**src/rtl/chunked_addsub_if.sv**
```systemverilog
// Handshake and data bundle for chunked_addsub: operand side (in_*),
// result side (out_*, sum, flags). The master drives operands and accepts
// results; the slave is the adder/subtractor itself.
`timescale 1ns/1ps
interface chunked_addsub_if #(
    parameter int WIDTH = 32
);
    logic             in_valid;
    logic             in_ready;
    logic [WIDTH-1:0] in1;
    logic [WIDTH-1:0] in2;
    logic             sub;
    logic             out_valid;
    logic             out_ready;
    logic [WIDTH-1:0] sum;
    logic             carry;
    logic             overflow;
    logic             zero;

    modport master (
        output in_valid, in1, in2, sub, out_ready,
        input  in_ready, out_valid, sum, carry, overflow, zero
    );

    modport slave (
        input  in_valid, in1, in2, sub, out_ready,
        output in_ready, out_valid, sum, carry, overflow, zero
    );
endinterface

```
**src/rtl/chunked_addsub.sv**
```systemverilog
// Multi-cycle adder/subtractor. Adds CHUNK bits per clock with a registered
// ripple carry between chunks, so the critical path is one CHUNK-bit adder.
// Subtraction is A + ~B + 1: B is inverted at accept time and the carry-in is
// seeded with 1. Carry, signed overflow and zero flags are registered with the
// final chunk and held, together with sum, until the next operation starts.
`timescale 1ns/1ps
module chunked_addsub #(
    parameter int WIDTH = 32,
    parameter int CHUNK = 8
) (
    input  logic            clk,
    input  logic            rst_n,
    chunked_addsub_if.slave bus
);
    localparam int NCHUNK = WIDTH / CHUNK;
    localparam int CNT_W  = (NCHUNK > 1) ? $clog2(NCHUNK) : 1;
    localparam logic [CNT_W-1:0] LAST_CNT   = CNT_W'(NCHUNK - 1);
    localparam logic [WIDTH-1:0] CHUNK_MASK = WIDTH'({CHUNK{1'b1}});

    typedef enum logic [1:0] {
        S_IDLE = 2'd0,
        S_CALC = 2'd1,
        S_DONE = 2'd2
    } state_t;

    state_t           state_q, state_d;
    logic [WIDTH-1:0] a_q, a_d;
    logic [WIDTH-1:0] b_q, b_d;       // already inverted for subtraction
    logic [CNT_W-1:0] cnt_q, cnt_d;
    logic             cy_q, cy_d;     // running inter-chunk carry
    logic [WIDTH-1:0] sum_q, sum_d;
    logic             carry_q, carry_d;
    logic             ovf_q, ovf_d;
    logic             zero_q, zero_d;

    logic [31:0]      shamt_s;
    logic [CHUNK-1:0] a_chunk_s;
    logic [CHUNK-1:0] b_chunk_s;
    logic [CHUNK:0]   chunk_res_s;
    logic [WIDTH-1:0] merged_sum_s;

    // Current chunk slice, its CHUNK-bit add, and the sum with that chunk merged in.
    always_comb begin
        shamt_s      = 32'(cnt_q) * 32'(CHUNK);
        a_chunk_s    = CHUNK'(a_q >> shamt_s);
        b_chunk_s    = CHUNK'(b_q >> shamt_s);
        chunk_res_s  = {1'b0, a_chunk_s} + {1'b0, b_chunk_s} + {{CHUNK{1'b0}}, cy_q};
        merged_sum_s = (sum_q & ~(CHUNK_MASK << shamt_s))
                     | (WIDTH'(chunk_res_s[CHUNK-1:0]) << shamt_s);
    end

    // Next-state and datapath update for the IDLE -> CALC -> DONE sequence.
    always_comb begin
        state_d = state_q;
        a_d     = a_q;
        b_d     = b_q;
        cnt_d   = cnt_q;
        cy_d    = cy_q;
        sum_d   = sum_q;
        carry_d = carry_q;
        ovf_d   = ovf_q;
        zero_d  = zero_q;
        case (state_q)
            S_IDLE: begin
                if (bus.in_valid) begin
                    a_d     = bus.in1;
                    b_d     = bus.sub ? ~bus.in2 : bus.in2;
                    cy_d    = bus.sub;
                    cnt_d   = '0;
                    state_d = S_CALC;
                end else begin
                    state_d = S_IDLE;
                end
            end
            S_CALC: begin
                sum_d = merged_sum_s;
                cy_d  = chunk_res_s[CHUNK];
                if (cnt_q == LAST_CNT) begin
                    cnt_d   = '0;
                    carry_d = chunk_res_s[CHUNK];
                    ovf_d   = (a_q[WIDTH-1] == b_q[WIDTH-1])
                            & (merged_sum_s[WIDTH-1] != a_q[WIDTH-1]);
                    zero_d  = (merged_sum_s == '0);
                    state_d = S_DONE;
                end else begin
                    cnt_d   = cnt_q + CNT_W'(1);
                end
            end
            S_DONE: begin
                if (bus.out_ready) begin
                    state_d = S_IDLE;
                end else begin
                    state_d = S_DONE;
                end
            end
            default: begin
                state_d = S_IDLE;
            end
        endcase
    end

    // State and datapath registers; reset aborts any in-flight operation.
    always_ff @(posedge clk or negedge rst_n) begin
        if (!rst_n) begin
            state_q <= S_IDLE;
            a_q     <= '0;
            b_q     <= '0;
            cnt_q   <= '0;
            cy_q    <= 1'b0;
            sum_q   <= '0;
            carry_q <= 1'b0;
            ovf_q   <= 1'b0;
            zero_q  <= 1'b0;
        end else begin
            state_q <= state_d;
            a_q     <= a_d;
            b_q     <= b_d;
            cnt_q   <= cnt_d;
            cy_q    <= cy_d;
            sum_q   <= sum_d;
            carry_q <= carry_d;
            ovf_q   <= ovf_d;
            zero_q  <= zero_d;
        end
    end

    assign bus.in_ready  = (state_q == S_IDLE);
    assign bus.out_valid = (state_q == S_DONE);
    assign bus.sum       = sum_q;
    assign bus.carry     = carry_q;
    assign bus.overflow  = ovf_q;
    assign bus.zero      = zero_q;
endmodule

```
**src/flat_wrapper.sv**
```systemverilog
// flat-port wrapper written by rule: the top's interface ports become plain ports
module chunked_addsub_flat 
#(
    parameter int WIDTH = 32,
    parameter int CHUNK = 8
)
  (clk, rst_n, bus_in_valid, bus_in1, bus_in2, bus_sub, bus_out_ready, bus_in_ready, bus_out_valid, bus_sum, bus_carry, bus_overflow, bus_zero);
  chunked_addsub_if #(.WIDTH(WIDTH)) bus_i ();
  input  logic clk;
  input  logic rst_n;
  input wire logic [$bits(bus_i.in_valid)-1:0] bus_in_valid;
  input wire logic [$bits(bus_i.in1)-1:0] bus_in1;
  input wire logic [$bits(bus_i.in2)-1:0] bus_in2;
  input wire logic [$bits(bus_i.sub)-1:0] bus_sub;
  input wire logic [$bits(bus_i.out_ready)-1:0] bus_out_ready;
  output wire logic [$bits(bus_i.in_ready)-1:0] bus_in_ready;
  output wire logic [$bits(bus_i.out_valid)-1:0] bus_out_valid;
  output wire logic [$bits(bus_i.sum)-1:0] bus_sum;
  output wire logic [$bits(bus_i.carry)-1:0] bus_carry;
  output wire logic [$bits(bus_i.overflow)-1:0] bus_overflow;
  output wire logic [$bits(bus_i.zero)-1:0] bus_zero;
  assign bus_i.in_valid = bus_in_valid;
  assign bus_i.in1 = bus_in1;
  assign bus_i.in2 = bus_in2;
  assign bus_i.sub = bus_sub;
  assign bus_i.out_ready = bus_out_ready;
  assign bus_in_ready = bus_i.in_ready;
  assign bus_out_valid = bus_i.out_valid;
  assign bus_sum = bus_i.sum;
  assign bus_carry = bus_i.carry;
  assign bus_overflow = bus_i.overflow;
  assign bus_zero = bus_i.zero;
  chunked_addsub #(.WIDTH(WIDTH), .CHUNK(CHUNK)) u_core (.clk(clk), .rst_n(rst_n), .bus(bus_i));
endmodule
```
**config.mk**
```make
export PLATFORM = sky130hd
export DESIGN_NAME = chunked_addsub_flat
export DESIGN_NICKNAME = d
export VERILOG_FILES = /design/src/rtl/chunked_addsub_if.sv /design/src/rtl/chunked_addsub.sv /design/src/flat_wrapper.sv
export SDC_FILE = /design/constraint.sdc
export NUM_CORES = 1
export LEC_CHECK = 0
export ABC_AREA = 1
export CORE_MARGIN = 2
export CORE_UTILIZATION = 56
export DETAILED_ROUTE_END_ITERATION = 12
export GPL_TIMING_DRIVEN = 0
export PLACE_DENSITY = 0.9
export SETUP_SLACK_MARGIN = 0.3
export SLEW_MARGIN = 20
export SYNTH_ARGS = -nofsm -noshare
export SYNTH_HDL_FRONTEND = slang
export SYNTH_SLANG_ARGS = --single-unit
```
**constraint.sdc**
```tcl
create_clock -name clk -period 7.4 [get_ports clk]
set_input_delay 0.74 -clock clk [delete_from_list [all_inputs] [get_ports clk]]
set_output_delay 0.74 -clock clk [all_outputs]
set_load 0.01 [all_outputs]
```
==> Word-level counts from Yosys, hierarchy flattened <==
Index checks and enable logic that the tools add are counted.
{ "word_totals": {"mem_bits_ro": 0, "ram_bits": 0, "output_inout_bits": 37, "latch_bits": 0, "elab_cells": 44, "reg_bits": 104, "n_memories": 0, "in_bits": 69} }
{ "op_classes": {"muxes": 10, "div_mod_pow": 0, "n_reduce_logical": 6, "shifts": 4, "eq_ne": 7, "n_addsub": 3, "n_lt_le_gt_ge": 0, "mul": 0, "bitwise_logic": 5} }
{ "ops": {"columns": ["op", "count"], "rows": [
  ["$not 32->32", 2],
  ["$shr 32x5->8", 2],
  ["$and 32x32->32", 1],
  ["$logic_not 32->1", 1],
  ["$mux 32", 1],
  ["$or 32x32->32", 1],
  ["$shl 8x5->32", 1],
  ["$shl 8x5->32 const A", 1],
  ["$add 8x8->9", 1],
  ["$add 9x1->9", 1],
  ["$mux 2", 4],
  ["$pmux 2 s3", 1],
  ["$reduce_and 2->1", 3],
  ["$eq 2x2->1 const B", 2],
  ["$pmux 2 s2", 1],
  ["$add 2x1->2 const B", 1],
  ["$eq 2x1->1 const B", 1],
  ["$logic_not 2->1", 1],
  ["$mux 1", 2],
  ["$ne 2x1->1 const B", 1],
  ["$ne 2x2->1 const B", 1],
  ["$pmux 1 s2", 1],
  ["$reduce_bool 2->1", 1],
  ["$and 1x1->1", 1],
  ["other kinds (2)", 2]
]} }

==> Logic depth before layout (Yosys ltp) <==
{ "depth": {"word_depth": 7, "mapped_depth": 22, "depth_no_buf": 19} }

==> Worst setup path after synthesis <==
No wires, ideal clock.
{ "synth_timing": {"path_type": "reg2reg", "startpoint": "reg u_core.cnt_q[0]", "endpoint": "reg u_core.zero_q (netlist: u_core.bus.zero)", "stages_incl_launch_ff": 20, "t_arrival_ps": 2897, "setup_time_ps": 65, "setup_slack_ps": 4438, "path_cell_list": "dfrtp_1 inv_2 buf_6 buf_2 clkbuf_1 nor2_1 o22ai_1 fa_1 fa_1 nand2_1 nor2_1 a21oi_1 nand3_1 nor2_1 nand3_1 nor2_1 nand3_1 nor2_1 nand2_1 nand2_1"} }
{ "synth_via": {"elab_chain_len": 6, "elab_cells_between_ends": 12, "cone_classes": "2 x add/sub; 1 x eq/ne; 4 x shift; 3 x bitwise; 2 x reduce/logical"} }
{ "synth_rtl": {"columns": ["element", "line_no", "text"], "rows": [
  ["start, declared", "chunked_addsub.sv:29", "logic [CNT_W-1:0] cnt_q, cnt_d;"],
  ["start signal, assigned", "chunked_addsub.sv:118", "cnt_q <= cnt_d;"],
  ["$shr 32x5->8, on equally long branches", "chunked_addsub.sv:45, chunked_addsub.sv:46", null],
  ["$add 8x8->9", "chunked_addsub.sv:47", "chunk_res_s = {1'b0, a_chunk_s} + {1'b0, b_chunk_s} + {{CHUNK{1'b0}}, cy_q};"],
  ["$add 9x1->9", "chunked_addsub.sv:47", null],
  ["$shl 8x5->32", "chunked_addsub.sv:49", "| (WIDTH'(chunk_res_s[CHUNK-1:0]) << shamt_s);"],
  ["$or 32x32->32", "chunked_addsub.sv:49", null],
  ["$logic_not 32->1", "chunked_addsub.sv:83", "zero_d = (merged_sum_s == '0);"],
  ["end signal, assigned", "chunked_addsub.sv:123", "zero_q <= zero_d;"],
  ["end, declared", "chunked_addsub.sv:34", "logic zero_q, zero_d;"]
]} }
Several ways; a longest one is shown, not always the timed one.
A chain may end at the register's enable or synchronous reset.

==> Worst setup path in the final report <==
Same ends and word-level chain as after synthesis.

==> run summary <==
In the final design database the tool counted 904 nets. For the pin with the worst max-slew slack, the measured transition is 593 ps. Compared with the post-synthesis result, the final layout area differs by 25.8%. For the final cell count without fillers, the log shows 959. For the I/O pin total, the log shows 106. Across every metal layer, demand over resource in global routing totals 30.4%. The logs give 0.258 mV for the largest voltage drop on the vdd net and 0.00964 mm² for the area inside the core boundary. The tools report the worst slack on hold paths as 243 ps.

The flow ran to the end, and the final reports show no timing, DRC or antenna violations. The pre-antenna-repair detailed-routing pass consisted of 7 iterations. The worst hold-check path type is input port to asynchronous set/reset pin. At the later pin of the worst-skew pair, clock insertion delay measures 370 ps. Post-CTS setup buffer count: 0. Summed over all cells, the static leakage comes to 0.00324 µW.

By area the synthesized netlist is led by dfrtp_1, nand2_1, o21ai_0. The sequential-to-total area share from yosys stat came out at 47.3%. The die covers 0.0106 mm². In this run, distinct cell masters in the synthesized netlist total 28. Dividing the detail-routed wire length by the instance count gives 15.7 µm. Global routing finished with a remaining overflow of 0. The clock passes through at most 2 buffers. After layout, the design draws a total of 3580 µW.

Entering global routing, the biggest net connects 70 pins. The worst setup path is launched from a register. Setup repair after global routing left no endpoint under its margin.

For this run, design rule violations remaining after detail routing come to 0. The number of hold buffers added after CTS was 0. For this block, the via count after detailed routing is 5256. From bottom edge to top edge, the die measures 103 µm. The tree built by TritonCTS fans out to 104 sinks.

The run gives 5246 as the via count of the first global-routing pass. The tree is rooted in a clkbuf_8. The required time of the critical path is 7720 ps.

After clock tree synthesis, the repair step resized 0 gates. Category of the worst setup path capture point: a register. In the final layout, the share of cells above drive strength 1 is 5.57%. The clock-pin slew of the registers on the worst-case setup and hold paths is 100 ps, and the cell count after placement is 944. The repair_antennas step left the layout with diodes totalling 0. Routability-driven placement finished with a final weighted congestion of 0.950. The arrival time of the worst setup path was 3990 ps. For this configuration, the core starts out at a cell density of 57.0%. For the filler cell count in the final layout, the log shows 779. The highest attainable clock frequency came out at 272 MHz.

The mean number of vias per cell was 5.48. Of the available clock period, the critical path in the final layout requires 49.6%. The H-tree was split into 3 levels. In the final timing run, aggregate negative setup slack is 0 ps. The synthesized design spends more area on one cell type than any other, namely dfrtp_1. The tool flagged a number of max-cap violations equal to 0. The initial antenna violation count was 0; the post-detailed-route count of antenna-violating nets was 0. The number of nets in the synthesized netlist is 788.

The placed wire-length estimate came out at 11.6 mm. The tools report the wire length of the first global-routing pass as 24.8 mm. Power density normalized to cell area: 518 mW/mm². The post-synthesis register bit count is 104. The combined area of all synthesized cells came out at 0.00550 mm². The die outline width came out at 103 µm. Measured against its own limit, the worst slew margin works out to 60.4%. The run gives 0 as the hold violation count in the final report. The total wirelength of the detailed-routed design was 15.1 mm.

The number of pins exceeding their max-slew limit in the final report is 0, and the mean post-synth cell area is 7.79 µm². Of all nets on the critical path, the largest fanout is 10. The startpoint-to-endpoint class of the critical path was register to register. The largest clock skew in the final design was 8.24 ps.

For the number of instances in the synthesized netlist, the log shows 706. The final critical delay including setup and external delays is 3670 ps, and the number of placement rows is 36. The run gives 0 as the count of endpoints failing setup in the final report.

The number of port buffers is 104, and the count of warnings emitted by yosys is 0. The detailed router finished its first iteration with 387 violations. Counting the buffers created by CTS gives 9.

Of the post-synthesis cell area, the dominant cell type holds 47.3%. TritonCTS built the clock tree.
==> final timing paths <==
| kind | startpoint | end | cells after the start | slack (ps) |
|---|---|---|---|---|
| setup / recovery | u_core.cnt_q[0] | u_core.bus.zero | 19 | 3730 |
| max in group asynchronous | rst_n | u_core.a_q[3] | 2 | 6510 |
| min in group clk | u_core.a_q[22] | u_core.a_q[22] | 2 | 490 |
| hold reg to reg | u_core.a_q[22] | u_core.a_q[22] | 2 | 490 |
| hold / removal | rst_n | u_core.bus.zero | 1 | 240 |
| setup reg to reg | u_core.cnt_q[0] | u_core.bus.zero | 19 | 3730 |
==> cell usage after synthesis, drive strengths merged <==
library cell	number
ha	11
o21ai	89
a21oi	7
nand4	10
nand3b	1
o22ai	19
inv	36
o31ai	1
dfrtp	104
fa	2
buf	21
nand2	232
clkbuf	19
clkinv	3
a31oi	11
nor2	71
a22o	2
xnor2	32
o21bai	1
nand3	34
==> cells in the final DEF, fill, tap and decap left out, types with 2 or more instances in the layout <==
| cell type | n |
|---|---|
| nor2_1 | 70 |
| fa_1 | 2 |
| nand2_2 | 4 |
| clkbuf_8 | 12 |
| nand2_1 | 228 |
| xnor2_1 | 32 |
| dfrtp_1 | 104 |
| clkbuf_1 | 20 |
| a21oi_1 | 7 |
| a22o_1 | 2 |
| inv_2 | 4 |
| inv_1 | 32 |
| nand4_1 | 10 |
| ha_1 | 11 |
| clkdlybuf4s50_1 | 103 |
| buf_2 | 17 |
| a31oi_1 | 11 |
| clkinv_1 | 3 |
| buf_6 | 3 |
| o21ai_1 | 2 |
| o21ai_0 | 87 |
| o22ai_1 | 19 |
| nand3_1 | 33 |
==> power breakdown <==
part | total (µW) | internal (µW) | switching [µW]
logic | 2210 | 820 | 1390
clock network | 340 | 149 | 191
registers | 1030 | 841 | 193
total | 3580 | 1810 | 1770
==> routing by layer <==
metal / part of all wire (%) / up-vias / track usage, %
li1: - / 2519 / -
met1: 40 / 2406 / 38.5
met2: 48 / 279 / 50.5
met3: 7.7 / 52 / 4.75
met4: 3.9 / 0 / 16.0
met5: 0 / - / 0
==> through the flow <==
| step | cell area [µm²] | util, % | worst slack (ps) |
|---|---|---|---|
| 2_1_floorplan | 5500 | - | 4440 |
| 3_3_place_gp | 6710 | 69.6 | 1980 |
| 3_5_place_dp | 6730 | 69.9 | 3830 |
| 4_1_cts | 6920 | 71.8 | 3790 |
| 5_1_grt | 6920 | 71.8 | 3510 |
| 6_report | 6920 | 71.8 | 3730 |
==> state kept, by name, indices dropped and copies added (netlist names) <==
name	flops
u_core.cy_q	1
u_core.bus.sum	32
u_core.state_q	2
u_core.b_q	32
u_core.a_q	32
u_core.cnt_q	2
u_core.bus.zero	1
u_core.bus.overflow	1
u_core.bus.carry	1
==> worst max-delay path, cell delays in order (launching register included) <==
cell and delay [ps]:
dfrtp_1 510, inv_2 80, buf_6 150, buf_2 180, clkbuf_1 230, nor2_1 180, o22ai_1 150, fa_1 480
fa_1 430, nand2_2 130, nand2_2 90, nand3_1 100, nand3_1 180, nand4_1 140, o21ai_0 110, nor2_1 150
nand2_1 70, nor2_1 90, nand2_1 100, nand2_1 70
==> cell families after synthesis <==
logic type               Yosys count  share of synthesized area [%]
buffers and inverters             79                           6.12
adder cells (fa/ha/maj)           13                           3.23
flip-flops                       104                           47.3
AO/OA/AOI/OAI                    130                           12.7
AND/OR/NAND/NOR                  348                           25.5
XOR/XNOR                          32                           5.10
==> final cells by class <==
type / count / area, µm² / area share, %
sequential: 104 / 2600 / 37.6
buffer: 40 / 190 / 2.75
clock inverter: 2 / 13.8 / 0.199
multi-input combinational: 523 / 2560 / 37.0
tap: 133 / 166 / 2.41
clock buffer: 13 / 169 / 2.44
timing repair buffer: 105 / 1070 / 15.5
inverter: 39 / 146 / 2.12
Note: power is estimated with default switching activity, not from simulation.
